File: config.mk
export PLATFORM = sky130hd
export DESIGN_NAME = megaram_mem_arbiter
export DESIGN_NICKNAME = d
export VERILOG_FILES = /design/src/rtl/megaram_mem_arbiter.sv
export SDC_FILE = /design/constraint.sdc
export NUM_CORES = 1
export LEC_CHECK = 0
export CORE_MARGIN = 1
export CORE_UTILIZATION = 41
export DETAILED_ROUTE_END_ITERATION = 10
export GPL_ROUTABILITY_DRIVEN = 0
export PLACE_DENSITY = 0.76
export SYNTH_ARGS = -nofsm -noshare
export SYNTH_HDL_FRONTEND = slang
export SYNTH_SLANG_ARGS = --single-unit
File: constraint.sdc
create_clock -name clk -period 1.87 [get_ports clk]
set_input_delay 0.374 -clock clk [delete_from_list [all_inputs] [get_ports clk]]
set_output_delay 0.374 -clock clk [all_outputs]
set_load 0.1 [all_outputs]
File: src/rtl/megaram_mem_arbiter.sv
// ============================================================================
// Module   : megaram_mem_arbiter
// Brief    : Two-port (A/B) round-robin memory arbiter with periodic refresh
//            scheduling. A due refresh waits for idle ports; once it has been
//            deferred long enough it is forced ahead of port traffic.
// Revision : 1.0 - initial release
// ============================================================================
`default_nettype none

module megaram_mem_arbiter #(
    parameter logic [15:0] REFRESH_INTERVAL = 16'd420,
    parameter logic [7:0]  REFRESH_MAX_WAIT = 8'd32
) (
    input  logic        clk,
    input  logic        reset_n,
    // Port A (cartridge/CPU)
    input  logic        a_req,
    input  logic        a_wr,
    input  logic [22:0] a_addr,
    input  logic [7:0]  a_din,
    output logic [7:0]  a_dout,
    output logic        a_ack,
    // Port B (loader)
    input  logic        b_req,
    input  logic        b_wr,
    input  logic [22:0] b_addr,
    input  logic [7:0]  b_din,
    output logic [7:0]  b_dout,
    output logic        b_ack,
    // Memory controller side
    output logic        mem_req,
    output logic        mem_wr,
    output logic [22:0] mem_addr,
    output logic [7:0]  mem_wdata,
    output logic        mem_refresh,
    input  logic [7:0]  mem_rdata,
    input  logic        mem_done,
    output logic        busy
);

    typedef enum logic [1:0] {
        ST_IDLE     = 2'd0,
        ST_ACCESS_A = 2'd1,
        ST_ACCESS_B = 2'd2,
        ST_REFRESH  = 2'd3
    } state_t;

    localparam logic [15:0] c_interval_last = REFRESH_INTERVAL - 16'd1;
    localparam logic [7:0]  c_wait_last     = REFRESH_MAX_WAIT - 8'd1;

    state_t      r_state;
    state_t      w_state_next;
    logic        r_last_grant_b;
    logic [15:0] r_refresh_cnt;
    logic [7:0]  r_wait_cnt;
    logic        r_refresh_due;
    logic        r_refresh_forced;

    logic        w_a_eligible;
    logic        w_b_eligible;
    logic        w_grant_a;
    logic        w_grant_b;
    logic        w_grant_refresh;
    logic        w_refresh_done;
    logic        w_interval_wrap;

    assign busy            = (r_state != ST_IDLE);
    assign w_refresh_done  = (r_state == ST_REFRESH) && mem_done;
    assign w_interval_wrap = (r_refresh_cnt == c_interval_last);

    // Grant selection and next-state decode; a port is masked during its own ack cycle
    always_comb begin
        w_a_eligible    = a_req & ~a_ack;
        w_b_eligible    = b_req & ~b_ack;
        w_grant_a       = 1'b0;
        w_grant_b       = 1'b0;
        w_grant_refresh = 1'b0;
        w_state_next    = r_state;
        case (r_state)
            ST_IDLE: begin
                if (r_refresh_forced) begin
                    w_grant_refresh = 1'b1;
                end else if (w_a_eligible && w_b_eligible) begin
                    w_grant_a = r_last_grant_b;
                    w_grant_b = ~r_last_grant_b;
                end else if (w_a_eligible) begin
                    w_grant_a = 1'b1;
                end else if (w_b_eligible) begin
                    w_grant_b = 1'b1;
                end else if (r_refresh_due && !a_req && !b_req) begin
                    // Raw requests are used here so a port in its ack cycle still defers refresh
                    w_grant_refresh = 1'b1;
                end
                if (w_grant_refresh) begin
                    w_state_next = ST_REFRESH;
                end else if (w_grant_a) begin
                    w_state_next = ST_ACCESS_A;
                end else if (w_grant_b) begin
                    w_state_next = ST_ACCESS_B;
                end
            end
            ST_ACCESS_A,
            ST_ACCESS_B,
            ST_REFRESH: begin
                if (mem_done) begin
                    w_state_next = ST_IDLE;
                end
            end
            default: w_state_next = ST_IDLE;
        endcase
    end

    // State register and round-robin history
    always_ff @(posedge clk or negedge reset_n) begin
        if (!reset_n) begin
            r_state        <= ST_IDLE;
            r_last_grant_b <= 1'b1;
        end else begin
            r_state <= w_state_next;
            if (w_grant_a) begin
                r_last_grant_b <= 1'b0;
            end else if (w_grant_b) begin
                r_last_grant_b <= 1'b1;
            end
        end
    end

    // Memory request launch, completion handling and read-data capture
    always_ff @(posedge clk or negedge reset_n) begin
        if (!reset_n) begin
            mem_req     <= 1'b0;
            mem_wr      <= 1'b0;
            mem_addr    <= 23'd0;
            mem_wdata   <= 8'h00;
            mem_refresh <= 1'b0;
            a_ack       <= 1'b0;
            b_ack       <= 1'b0;
            a_dout      <= 8'h00;
            b_dout      <= 8'h00;
        end else begin
            a_ack <= 1'b0;
            b_ack <= 1'b0;
            case (r_state)
                ST_IDLE: begin
                    if (w_grant_refresh) begin
                        mem_refresh <= 1'b1;
                    end else if (w_grant_a) begin
                        mem_req   <= 1'b1;
                        mem_wr    <= a_wr;
                        mem_addr  <= a_addr;
                        mem_wdata <= a_din;
                    end else if (w_grant_b) begin
                        mem_req   <= 1'b1;
                        mem_wr    <= b_wr;
                        mem_addr  <= b_addr;
                        mem_wdata <= b_din;
                    end
                end
                ST_ACCESS_A: begin
                    if (mem_done) begin
                        mem_req <= 1'b0;
                        a_ack   <= 1'b1;
                        if (!mem_wr) begin
                            a_dout <= mem_rdata;
                        end
                    end
                end
                ST_ACCESS_B: begin
                    if (mem_done) begin
                        mem_req <= 1'b0;
                        b_ack   <= 1'b1;
                        if (!mem_wr) begin
                            b_dout <= mem_rdata;
                        end
                    end
                end
                ST_REFRESH: begin
                    if (mem_done) begin
                        mem_refresh <= 1'b0;
                    end
                end
                default: ;
            endcase
        end
    end

    // Refresh interval timer plus deferral counter that escalates a due refresh to forced
    always_ff @(posedge clk or negedge reset_n) begin
        if (!reset_n) begin
            r_refresh_cnt    <= 16'd0;
            r_wait_cnt       <= 8'd0;
            r_refresh_due    <= 1'b0;
            r_refresh_forced <= 1'b0;
        end else begin
            r_refresh_cnt <= w_interval_wrap ? 16'd0 : r_refresh_cnt + 16'd1;
            // A wrap landing on refresh completion opens a new period rather than being lost
            if (w_interval_wrap) begin
                r_refresh_due <= 1'b1;
            end else if (w_refresh_done) begin
                r_refresh_due <= 1'b0;
            end
            if (w_refresh_done) begin
                r_refresh_forced <= 1'b0;
                r_wait_cnt       <= 8'd0;
            end else if (r_refresh_due && !r_refresh_forced &&
                         r_state != ST_REFRESH && !w_grant_refresh) begin
                r_wait_cnt <= r_wait_cnt + 8'd1;
                if (r_wait_cnt == c_wait_last) begin
                    r_refresh_forced <= 1'b1;
                end
            end
        end
    end

endmodule

`default_nettype wire

Yosys cells after proc, flatten, opt, wreduce, memory -nomap -nowiden
Cells that the tools add are included.
{"block": "word_totals", "input_bits": 77, "ff_bits": 81, "wordCells": 113}
{"block": "op_classes", "mux": 48, "reduce_logical": 28, "n_bitwise": 7, "eq_ne": 13, "add_sub_neg": 2}
{"operator": "2-to-1 mux 23 bit", "n": 2}
{"operator": "2-to-1 mux 1 bit", "n": 34}
{"operator": "2-to-1 mux 8 bit", "n": 4}
{"operator": "adder 16 x 1 -> 16 bit, second input constant", "n": 1}
{"operator": "== test 16 x 9 -> 1 bit, second input constant", "n": 1}
{"operator": "2-to-1 mux 16 bit", "n": 1}
{"operator": "nonzero test 2 bit", "n": 7}
{"operator": "AND reduction 3 bit", "n": 4}
{"operator": "!= test 2 bit, second input constant", "n": 5}
{"operator": "adder 8 x 1 -> 8 bit, second input constant", "n": 1}
{"operator": "== test 8 x 5 -> 1 bit, second input constant", "n": 1}
{"operator": "2-to-1 mux 2 bit", "n": 4}
{"operator": "logical AND 1 bit", "n": 7}
{"operator": "NOT 1 bit", "n": 5}
{"operator": "== test 2 bit, second input constant", "n": 2}
{"operator": "logical NOT 1 bit", "n": 4}
{"operator": "!= test 4 x 1 -> 1 bit, second input constant", "n": 1}
{"operator": "one-hot mux 1 bit (2 select lines)", "n": 2}
{"operator": "one-hot mux 2 bit (2 select lines)", "n": 1}
{"operator": "AND reduction 2 bit", "n": 2}
{"operator": "AND reduction 4 bit", "n": 1}
{"operator": "!= test 3 bit, second input constant", "n": 1}
{"operator": "OR reduction 3 bit", "n": 1}
{"operator": "AND 1 bit", "n": 2}
{"operator": "other kinds (4)", "n": 4}

Logic depth before layout (Yosys ltp)
{"block": "depth", "ltp_word": 14, "mapped_depth": 8, "ltp_nobuf": 6}

Worst setup path after synthesis
Ideal clock, no wire load.
{"block": "synth_path", "kind": "register to register", "startpoint": "reg r_state[0]", "endpoint": "reg mem_addr[10]", "synth_period_minus_slack_ns": 2.200, "required_ns": 1.744, "setup_slack_ns": -0.330, "t_arrival_ns": 2.074, "path_stages_with_launch": 8, "path_cell_list": "dfrtp_1 > inv_1 > ha_1 > inv_1 > a2111oi_2 > buf_4 > buf_2 > a21oi_1"}
{"block": "synth_via", "elab_chain_cells": 4, "word_cells_on_any_way": 8}
{"item": "from (decl)", "line_no": "51", "source": "state_t r_state;"}
{"item": "from (signal assigned)", "line_no": "119", "source": "r_state <= w_state_next;"}
{"item": "logical NOT 2 bit *", "line_no": "79, 143"}
{"item": "2-to-1 mux 1 bit", "line_no": "79", "source": "case (r_state)"}
{"item": "nonzero test 2 bit (no line) or NOT 1 bit (tied branches)"}
{"item": "AND reduction 3 bit (no line)"}
{"item": "to (signal assigned)", "line_no": "150", "source": "mem_addr <= a_addr;"}
{"item": "to (signal assigned)", "line_no": "155", "source": "mem_addr <= b_addr;"}
{"item": "to (decl)", "line_no": "33", "source": "output logic [22:0] mem_addr,"}
Mark *: on every way between the ends. The rest lies on a longest branch, timed or not.
A chain may end at the register's enable or synchronous reset.

Worst setup path after layout
{"block": "layout_path", "startpoint": "reg r_state[1]", "endpoint": "reg mem_wdata[2]"}
{"block": "layout_via", "elab_chain_cells": 4, "word_cells_on_any_way": 8}
{"item": "logical NOT 2 bit *", "line_no": "79, 143"}
{"item": "2-to-1 mux 1 bit", "line_no": "79"}
{"item": "nonzero test 2 bit (no line) or NOT 1 bit (tied branches)"}
{"item": "AND reduction 3 bit (no line)"}
{"item": "to (signal assigned)", "line_no": "151", "source": "mem_wdata <= a_din;"}
{"item": "to (signal assigned)", "line_no": "156", "source": "mem_wdata <= b_din;"}
{"item": "to (decl)", "line_no": "34", "source": "output logic [7:0] mem_wdata,"}
Marked as above.

==> results.md <==
* Tcrit/Tclk final at 101%
* CTS Root Cell: clkbuf_8
* Synth Area in Compound Gates at 8.34%
* Setup Skew at 0.00735 ns
* Vias at around 3100
* Die Ht at between 90 and 100 um
* Top cell by count, worst path: buf_6
* Storage cell area at roughly 2000 um2
* Worst-path clk slew at 0.08 ns
* N_diodes at 0
* Multi-input gate area at about 1700 um2
* Fill cells at 624
* Area Growth Syn to Fin at 62.3%
* Reg2Reg Depth at 9
* Synth Area in XOR/XNOR at 3.02%
* Overall overflow remaining after global route at 0
* RSZ-0062 raised after global routing: true
* Outcome: complete, but fails checks
* Die width at 97.9 um
* YS warnings at 0
* Largest family of logic cells by synthesized area: multiplexers
* Ratio of cells with drive above 1 in the final layout at 31.0%
* Htree depth at 3
* CP max stage delay at 0.40 ns
* Max-Cap Viols at 0
* Die ar. at 9580 um2
* Area of placed instances at 5690 um2
* CP required at 2.11 ns
* Worst slack, placed at -0.325 ns
* First-pass GRT wire length at 15.1 mm
* Synth Cell Area at 3770 um2
* Synth top area cells: dfrtp_1, mux2i_1, mux2_2, a21oi_1, nor2_1
* Synth Area in Simple Gates at 13.6%
* PortBufs at ~130
* Peak Freq at 529 MHz
* WL/cell at 16.3 um
* Biggest area consumer among synthesized cells: dfrtp_1
* CTS Buf Count at 9
* Post-Synth Adder-Cell Area at 1.99%
* Most common cell after layout, fill and taps aside: dfrtp_1
* CP max-delay cell: dfrtp_1
* Setup violators final at 4
* Clock Sinks at 81
* Crit-path max FO at 7
* Largest net degree at the start of global routing at 54
* Number of synthesized register bits at 81
* Arr. time, crit path at 2.13 ns
* Via density at just over 5
* DRT Pass-1 Iters at 8
* Core Footprint at 8810 um2
* Average size of a mapped cell at 11.3 um2
* Synth top area share at 53.1%
* Tmin final at between 1.5 and 2 ns
* Cells after Synth at 334
* Mapped Nets at 417
* Total Routing Usage GR at around a fifth
* Post-synthesis mux area share at 14.9%
* Slew Limit Fails at 0
* HPWL after DPL at 6.81 mm
* Final wirelength at 9.83 mm
* Critical Path, Cell by Cell: inv_2, ha_4, buf_6, clkinvlp_4, a2111oi_4, buf_6, clkbuf_16, buf_6, a21oi_2
* CTS tree: built
* Final core occ at 69.4%
* Initial Util at between 40% and 50%
* Post-synth cell types at between 40 and 50
* Async SR Flop Fraction at 100%
* CTS max path bufs at 2
* Row Count at 34
* Antenna-violating nets left at 0
* Slew margin rel. at between 70% and 80%
* Commonest non-fill, non-tap cells in the layout: dfrtp_1, clkdlybuf4s50_1, buf_12
* Type of origin of the critical path: flip-flop
* Most used DFF post-synth: dfrtp_1
* Initial antenna violation count at 0
* Final Worst Setup Slack at -0.0196 ns
* Hold WC Path Type: in -> async
* Worst-Margin Slew at 0.443 ns
* IO Pins at 130
* Sequential fraction of the synthesis area at 53.8%
* Nets at 572
* Critical path type: reg -> reg
* Initial DRC Count at 98
* Critical Path End Type: flip-flop
* Failing checks: design-rule violations, negative setup slack
* Final Instance Area at 6110 um2
* EDFF count, synth at 0
* Final Hold Violating Endpoints at 0
* Worst skew pair latency at 0.35 ns
* Vias in the first global route at 3219
* # DRC at 26
## Yosys cell counts, types with 2 or more instances
library cell / instances
nor2_1: 47
nand2_1: 15
or3_1: 2
nand4_1: 2
and3_1: 2
buf_4: 2
mux2_2: 18
nand3_1: 11
mux2i_1: 36
o21ai_0: 3
and2_1: 3
clkbuf_1: 3
xor2_1: 3
inv_1: 6
nor4b_1: 3
ha_1: 6
xnor2_1: 10
buf_6: 3
o31ai_1: 2
dfrtp_1: 80
a21o_1: 2
nor3b_1: 4
buf_2: 4
buf_8: 4
nand2b_1: 6
a21oi_1: 37
## repair_timing
item / in CTS / in global routing
hold buffers: 1 / 0
cloned: 1 / 3
pin swaps: 1 / 2
endpoints found under the setup margin: 29 / 21
resized for setup: 3 / 25
endpoints found under the hold margin: 28 / 0
buffers inserted: 1 / 3
## flip-flops by register name, summed over array words and instances, names as in the netlist, 2 cells and up
signal and cells:
a_dout 8, b_dout 8, mem_addr 23, mem_wdata 8, r_refresh_cnt 16, r_state 2
r_wait_cnt 8
## final timing paths
check                                                   to                       start  slack [ns]
worst min-delay path             r_wait_cnt[1]$_DFFE_PN0P_                     reset_n        0.50
max in group asynchronous            b_dout[2]$_DFFE_PN0P_                     reset_n        0.86
min in group clk                r_refresh_cnt[0]$_DFF_PN0_  r_refresh_cnt[0]$_DFF_PN0_        0.50
worst max register to register    mem_wdata[2]$_DFFE_PN0P_      r_state[1]$_DFFE_PN0P_       -0.02
worst min register to register  r_refresh_cnt[0]$_DFF_PN0_  r_refresh_cnt[0]$_DFF_PN0_        0.50
worst max-delay path              mem_wdata[2]$_DFFE_PN0P_      r_state[1]$_DFFE_PN0P_       -0.02
## kinds of logic (layout without fill, tap and decap cells)
group                    Yosys count  after routing
AND/OR/NAND/NOR                  105            105
adder cells (fa/ha/maj)            6              6
multiplexers                      54             54
buffers and inverters             22            182
AO/OA/AOI/OAI                     53             53
flip-flops                        81             81
XOR/XNOR                          13             13
## stage by stage
stage	hold slack [ns]	setup TNS [ns]	std cells
5_1_grt	0.512	-2.05	602
6_report	0.497	-0.0607	602
4_1_cts	0.493	0	596
2_1_floorplan	0.0784	-4.46	334
3_3_place_gp	0.344	-8.78	577
3_5_place_dp	0.350	-9.95	577
## cell type report
| cell class | count | area share (%) |
|---|---|---|
| Clock buffer | 11 | 2.31 |
| Clock inverter | 5 | 1.29 |
| Inverter | 6 | 0.430 |
| Multi-Input combinational cell | 231 | 27.7 |
| Sequential cell | 81 | 33.2 |
| Tap cell | 108 | 2.21 |
| Timing Repair Buffer | 160 | 32.9 |
## critical path, delay by kind of cell, from the launching register on
kind,cells,cell delay (ns)
buf+inv,6,0.80
compound gates,2,0.40
fa+ha+maj,1,0.18
flops,1,0.40
## metal layers
| metal | global-route usage, % | wire length [um] | up-vias |
|---|---|---|---|
| li1 | - | - | 1472 |
| met1 | 22.2 | 3820 | 1533 |
| met2 | 35.6 | 5160 | 98 |
| met3 | 6.44 | 664 | 15 |
| met4 | 8.04 | 186 | 0 |
| met5 | 0 | 0 | - |
Power is not shown: default switching activity piles up to over one toggle a cycle in this logic, so the estimate is an artifact.
==> RTL change 1: new RTL, config.mk and constraints unchanged <==
The 4 states of `state_t` get a Gray code encoding in 2 bits.
--- a/src/rtl/megaram_mem_arbiter.sv
+++ b/src/rtl/megaram_mem_arbiter.sv
@@ -39,10 +39,10 @@
 );
 
     typedef enum logic [1:0] {
-        ST_IDLE     = 2'd0,
-        ST_ACCESS_A = 2'd1,
-        ST_ACCESS_B = 2'd2,
-        ST_REFRESH  = 2'd3
+        ST_IDLE     = 2'b00,
+        ST_ACCESS_A = 2'b01,
+        ST_ACCESS_B = 2'b11,
+        ST_REFRESH  = 2'b10
     } state_t;
 
     localparam logic [15:0] c_interval_last = REFRESH_INTERVAL - 16'd1;
Check against the original RTL: same outputs for any inputs over 4 cycles, from zero or initial values and one cycle with reset_n low; so few cycles prove little.
==> RTL change 1 against the unedited design <==
Count of clock-buffer cells in the layout decreased by 2; synthesized area shrank 4.9%; die area is 4.8% lower; largest cell class unchanged; worst setup slack improved by 0.16 ns; synthesized cell count increased by 5.7%; routed wire length shrank 8.9%; final area fell by 7.1%; global-route usage increased by 1.0 points; via count decreased by 0.96%; non-clock buffer count is 14 lower; first-iteration DRC count is 17% higher; sequential cell count unchanged.
Power is left out: the tool's default activity adds up to more than one toggle a clock period on the data nets, which glitch-free logic cannot reach.
==> RTL change 1: results (changes against the unedited design) <==
<table>
<tr><th>Metric</th><th>Value</th></tr>
<tr><th colspan="2">Outcome</th></tr>
<tr><td>Result of the run</td><td>finished clean</td></tr>
<tr><th colspan="2">Critical path</th></tr>
<tr><td>Reg-to-reg setup timing slack</td><td>0.18 ns (+0.20 ns)</td></tr>
<tr><td>Crit path capture</td><td>mem_addr[4]$_DFFE_PN0P_</td></tr>
<tr><td>Reg-to-Reg Start</td><td>b_ack$_DFF_PN0_</td></tr>
<tr><td>Critical Path AT</td><td>2.00 ns (-0.13 ns)</td></tr>
<tr><td>Count of cells along the worst register-to-register path</td><td>5 (-4)</td></tr>
<tr><th colspan="2">Hold path</th></tr>
<tr><td>Hold crit path type</td><td>reg -&gt; reg</td></tr>
<tr><th colspan="2">Placement</th></tr>
<tr><td>Post-detailed-placement cell area</td><td>5463 um2 (-4.1%)</td></tr>
<tr><th colspan="2">Global route</th></tr>
<tr><td>Global-route total usage across every layer</td><td>0.2110 (+0.01041)</td></tr>
<tr><td>Largest net degree at the start of global routing</td><td>68 (+26%)</td></tr>
<tr><td>Fraction of met3 tracks used by global routing</td><td>0.06619 (+0.001764)</td></tr>
<tr><td>Global-route wire length before repair</td><td>14.52 mm (-3.5%)</td></tr>
<tr><td>GR Util met1</td><td>0.2464 (+0.02436)</td></tr>
<tr><th colspan="2">Yosys</th></tr>
<tr><td>Most frequent cells after synthesis</td><td>dfrtp_1, nand2_1, nor2_1</td></tr>
<tr><td>Net count of the mapped netlist</td><td>432 (+3.6%)</td></tr>
<tr><td>Library cells used by synthesis</td><td>41 (-11%)</td></tr>
<tr><th colspan="2">Drt</th></tr>
<tr><td>Final routed DRC violation total</td><td>0 (-100%)</td></tr>
<tr><td>Sum of met2 wire segment lengths after detailed routing</td><td>4.542 mm (-12%)</td></tr>
<tr><td>Met1 Routed Length</td><td>3.694 mm (-3.2%)</td></tr>
<tr><td>Router iterations before antenna repair</td><td>4 (-4)</td></tr>
<tr><th colspan="2">Clocking</th></tr>
<tr><td># resized after CTS</td><td>0 (-3)</td></tr>
<tr><td>Buffers inserted by post-CTS timing repair</td><td>0 (-1)</td></tr>
<tr><th colspan="2">STA</th></tr>
<tr><td>Post-Route Hold Slack</td><td>0.4810 ns (-0.01562 ns)</td></tr>
<tr><td>Transition at the pin with the smallest max-transition slack</td><td>0.4390 ns (-0.004055 ns)</td></tr>
<tr><th colspan="2">Final layout</th></tr>
<tr><td>Number of fill cells in the layout</td><td>621 (-0.48%)</td></tr>
<tr><td>Layout cell share with drive strength beyond 1</td><td>0.2229 (-0.08683)</td></tr>
<tr><td>Final net count</td><td>573 (+0.17%)</td></tr>
</table>
==> RTL change 1: cell types whose count changed after synthesis, moves of 4 or more <==
cell / unedited run / this run
a21oi_1: 37 / 3
a31oi_1: 0 / 33
mux2i_1: 36 / 5
ha_1: 6 / 2
nand4_1: 2 / 7
nand2_1: 15 / 78
nand3_1: 11 / 7
clkbuf_1: 3 / 7
buf_8: 4 / 0
==> RTL change 1: logic make-up after synthesis <==
| family | after synthesis | synth area share |
|---|---|---|
| buffers and inverters | 19 | 0.02551 |
| xor gates and xnor gates | 14 | 0.03424 |
| and+or+nand+nor | 166 | 0.2041 |
| AOI/OAI and AO/OA | 49 | 0.09539 |
| DFF | 81 | 0.5664 |
| adders and majority gates | 2 | 0.006987 |
| muxes | 22 | 0.06743 |
==> RTL change 1: per-stage QoR <==
| stage | utilization | std cells | setup slack (ns) |
|---|---|---|---|
| final | 0.6811 | 603 | 0.1370 |
| after global routing | 0.6811 | 603 | 0.02126 |
| after CTS | 0.6811 | 603 | 0.1446 |
| after detailed placement | 0.6550 | 587 | -0.2237 |
| after global placement | 0.6550 | 587 | -0.1450 |
| after floorplan | - | 353 | 0.03970 |
==> RTL change 1: critical path, cell delays in order <==
cell and delay (ns):
clkdlybuf4s50_1 0.52, nand2b_1 0.13, a2111oi_4 0.41, buf_12 0.29, nor2_1 0.08, a31oi_1 0.16
==> RTL change 1: area by class of cell <==
class / instances / area, um2 / share of cell area
multi-input combinational: 253 / 1461 / 0.2573
inverter: 3 / 11.26 / 0.001982
timing repair buffer: 146 / 1837 / 0.3233
clock buffer: 9 / 123.9 / 0.02181
clock inverter: 6 / 83.83 / 0.01476
tap: 105 / 131.4 / 0.02313
sequential: 81 / 2032 / 0.3577
==> RTL change 2: new RTL, same flow settings <==
Made on the original files. The parameter `REFRESH_INTERVAL` goes from 16'd420 to 16'd315.
--- a/src/rtl/megaram_mem_arbiter.sv
+++ b/src/rtl/megaram_mem_arbiter.sv
@@ -8,7 +8,7 @@
 `default_nettype none
 
 module megaram_mem_arbiter #(
-    parameter logic [15:0] REFRESH_INTERVAL = 16'd420,
+    parameter logic [15:0] REFRESH_INTERVAL = 16'd315,
     parameter logic [7:0]  REFRESH_MAX_WAIT = 8'd32
 ) (
     input  logic        clk,
Behaviour: same outputs for any inputs over 4 cycles, from zero or initial values and one cycle with reset_n low; that may be too few to reach the edited logic, so the function may still have changed.
==> RTL change 2 against the unedited design <==
Clock skew up 0.0044 ns; final area down 1.2%; synthesized area down 1.3%; sequential cell count unchanged; worst setup slack better by 0.11 ns; routed wire length down 3.0%; critical path type unchanged; critical endpoint is now mem_addr[20]$_DFFE_PN0P_; largest cell class is now buffers.
Power is left out: the tool's default activity adds up to more than one toggle a clock period on the data nets, which glitch-free logic cannot reach.
==> RTL change 2: results (changes against the unedited design) <==
<table>
<tr><th>Metric</th><th>Value</th></tr>
<tr><th colspan="2">Placement</th></tr>
<tr><td>Pre-CTS setup slack</td><td>-0.1149 ns (+0.2101 ns)</td></tr>
<tr><td>Post-detailed-placement cell area</td><td>5801 um2 (+1.9%)</td></tr>
<tr><td>Half-perimeter wire length after placement</td><td>7.205 mm (+5.9%)</td></tr>
<tr><td>Number of cells after detailed placement</td><td>581 (+0.69%)</td></tr>
<tr><th colspan="2">STA</th></tr>
<tr><td>Rel. slew slack</td><td>0.6948 (-0.009816)</td></tr>
<tr><td>Max Clk Rate</td><td>563.5 MHz (+6.5%)</td></tr>
<tr><th colspan="2">Final layout</th></tr>
<tr><td>Final net count</td><td>570 (-0.35%)</td></tr>
<tr><td>Layout cell share with drive strength beyond 1</td><td>0.2490 (-0.06074)</td></tr>
<tr><th colspan="2">Critical path</th></tr>
<tr><td>Crit path max fanout</td><td>13 (+6)</td></tr>
<tr><td>Maximum single-stage delay on the critical path</td><td>0.42 ns (+0.02 ns)</td></tr>
<tr><td>Critical Path AT</td><td>2.02 ns (-0.11 ns)</td></tr>
<tr><td>Cell class contributing the biggest share of worst-path delay</td><td>flip-flops</td></tr>
<tr><td>Launching element of the worst setup path</td><td>r_state[0]$_DFFE_PN0P_</td></tr>
<tr><th colspan="2">Drt</th></tr>
<tr><td>Total wire length after detailed routing</td><td>9.534 mm (-3.0%)</td></tr>
<tr><td>Number of DRC markers in iteration 0</td><td>109 (+11%)</td></tr>
<tr><td>Number of vias per cell</td><td>5.043 (-2.6%)</td></tr>
<tr><td>Vias</td><td>3016 (-3.3%)</td></tr>
<tr><td>Router iterations before antenna repair</td><td>4 (-4)</td></tr>
<tr><th colspan="2">Global route</th></tr>
<tr><td>Largest net degree at the start of global routing</td><td>45 (-17%)</td></tr>
<tr><td>Number of antenna violations at the first check in global routing</td><td>0 (unchanged)</td></tr>
<tr><td>Global-route total usage across every layer</td><td>0.2106 (+0.009930)</td></tr>
<tr><td>Global-route wire length before repair</td><td>15.62 mm (+3.8%)</td></tr>
<tr><th colspan="2">Clocking</th></tr>
<tr><td>Buffers inserted by post-CTS timing repair</td><td>0 (-1)</td></tr>
<tr><th colspan="2">Yosys</th></tr>
<tr><td>Library cells used by synthesis</td><td>40 (-13%)</td></tr>
<tr><td>Most frequent cells after synthesis</td><td>dfrtp_1, nand2_1, mux2i_1</td></tr>
<tr><th colspan="2">Outcome</th></tr>
<tr><td>Result of the run</td><td>finished clean</td></tr>
</table>
[RTL change 2: cell count changes after synthesis, moves of 3 or more]
cell / change
nand2_1: +35
a21oi_1: -34
nor2_1: -29
o21ai_1: +29
buf_8: -4
nand2b_1: -4
nand4_1: +4
o21ai_0: +4
xor2_1: +4
and4_1: +3
buf_6: -3
clkbuf_1: +3
nor3b_1: -3
nor4_1: +3
[RTL change 2: metal layers]
metal,share of wire,vias up,wire length (um),global-route usage
met3,0.051,22,482,0.05971
li1,-,1466,-,-
met5,0,-,0,0
met4,0.033,0,319,0.1063
met1,0.39,1445,3740,0.2349
met2,0.52,83,4992,0.3667
[RTL change 2: repair_timing]
action	in CTS	in global routing
endpoints found under the setup margin	2	10
gates cloned	0	1
pin swaps	0	0
hold buffers	1	0
hold endpoints to repair	28	0
gates resized for setup	1	5
[RTL change 2: cell type report]
class,count,area share
timing repair buffer,154,0.3382
inverter,7,0.004349
clock buffer,10,0.02112
multi-input combinational,233,0.2682
clock inverter,5,0.009526
sequential,81,0.3363
tap,108,0.02236
[RTL change 2: final timing paths]
kind | end | depth (start not counted) | slack, ns
setup / recovery | mem_addr[20]$_DFFE_PN0P_ | 7 | 0.1
hold / removal | mem_addr[0]$_DFFE_PN0P_ | 2 | 0.47
setup reg to reg | mem_addr[20]$_DFFE_PN0P_ | 7 | 0.1
hold reg to reg | r_refresh_cnt[15]$_DFF_PN0_ | 1 | 0.48
max in group asynchronous | r_last_grant_b$_DFFE_PN1P_ | 3 | 0.81
min in group clk | r_refresh_cnt[15]$_DFF_PN0_ | 1 | 0.48
[RTL change 2: metrics by stage]
step / hold slack [ns] / util
floorplan: 0.07841 / -
global placement: 0.3371 / 0.6619
detailed placement: 0.3394 / 0.6619
CTS: 0.4778 / 0.6845
global route: 0.4972 / 0.6895
finish: 0.4747 / 0.6895
[RTL change 2: kinds of logic after synthesis]
logic type | synth area share
adder cells (fa/ha/maj) | 0.02356
AND/OR/NAND/NOR | 0.1457
buffers and inverters | 0.02625
XOR/XNOR | 0.04005
multiplexers | 0.1454
AO/OA/AOI/OAI | 0.07338
flip-flops | 0.5456
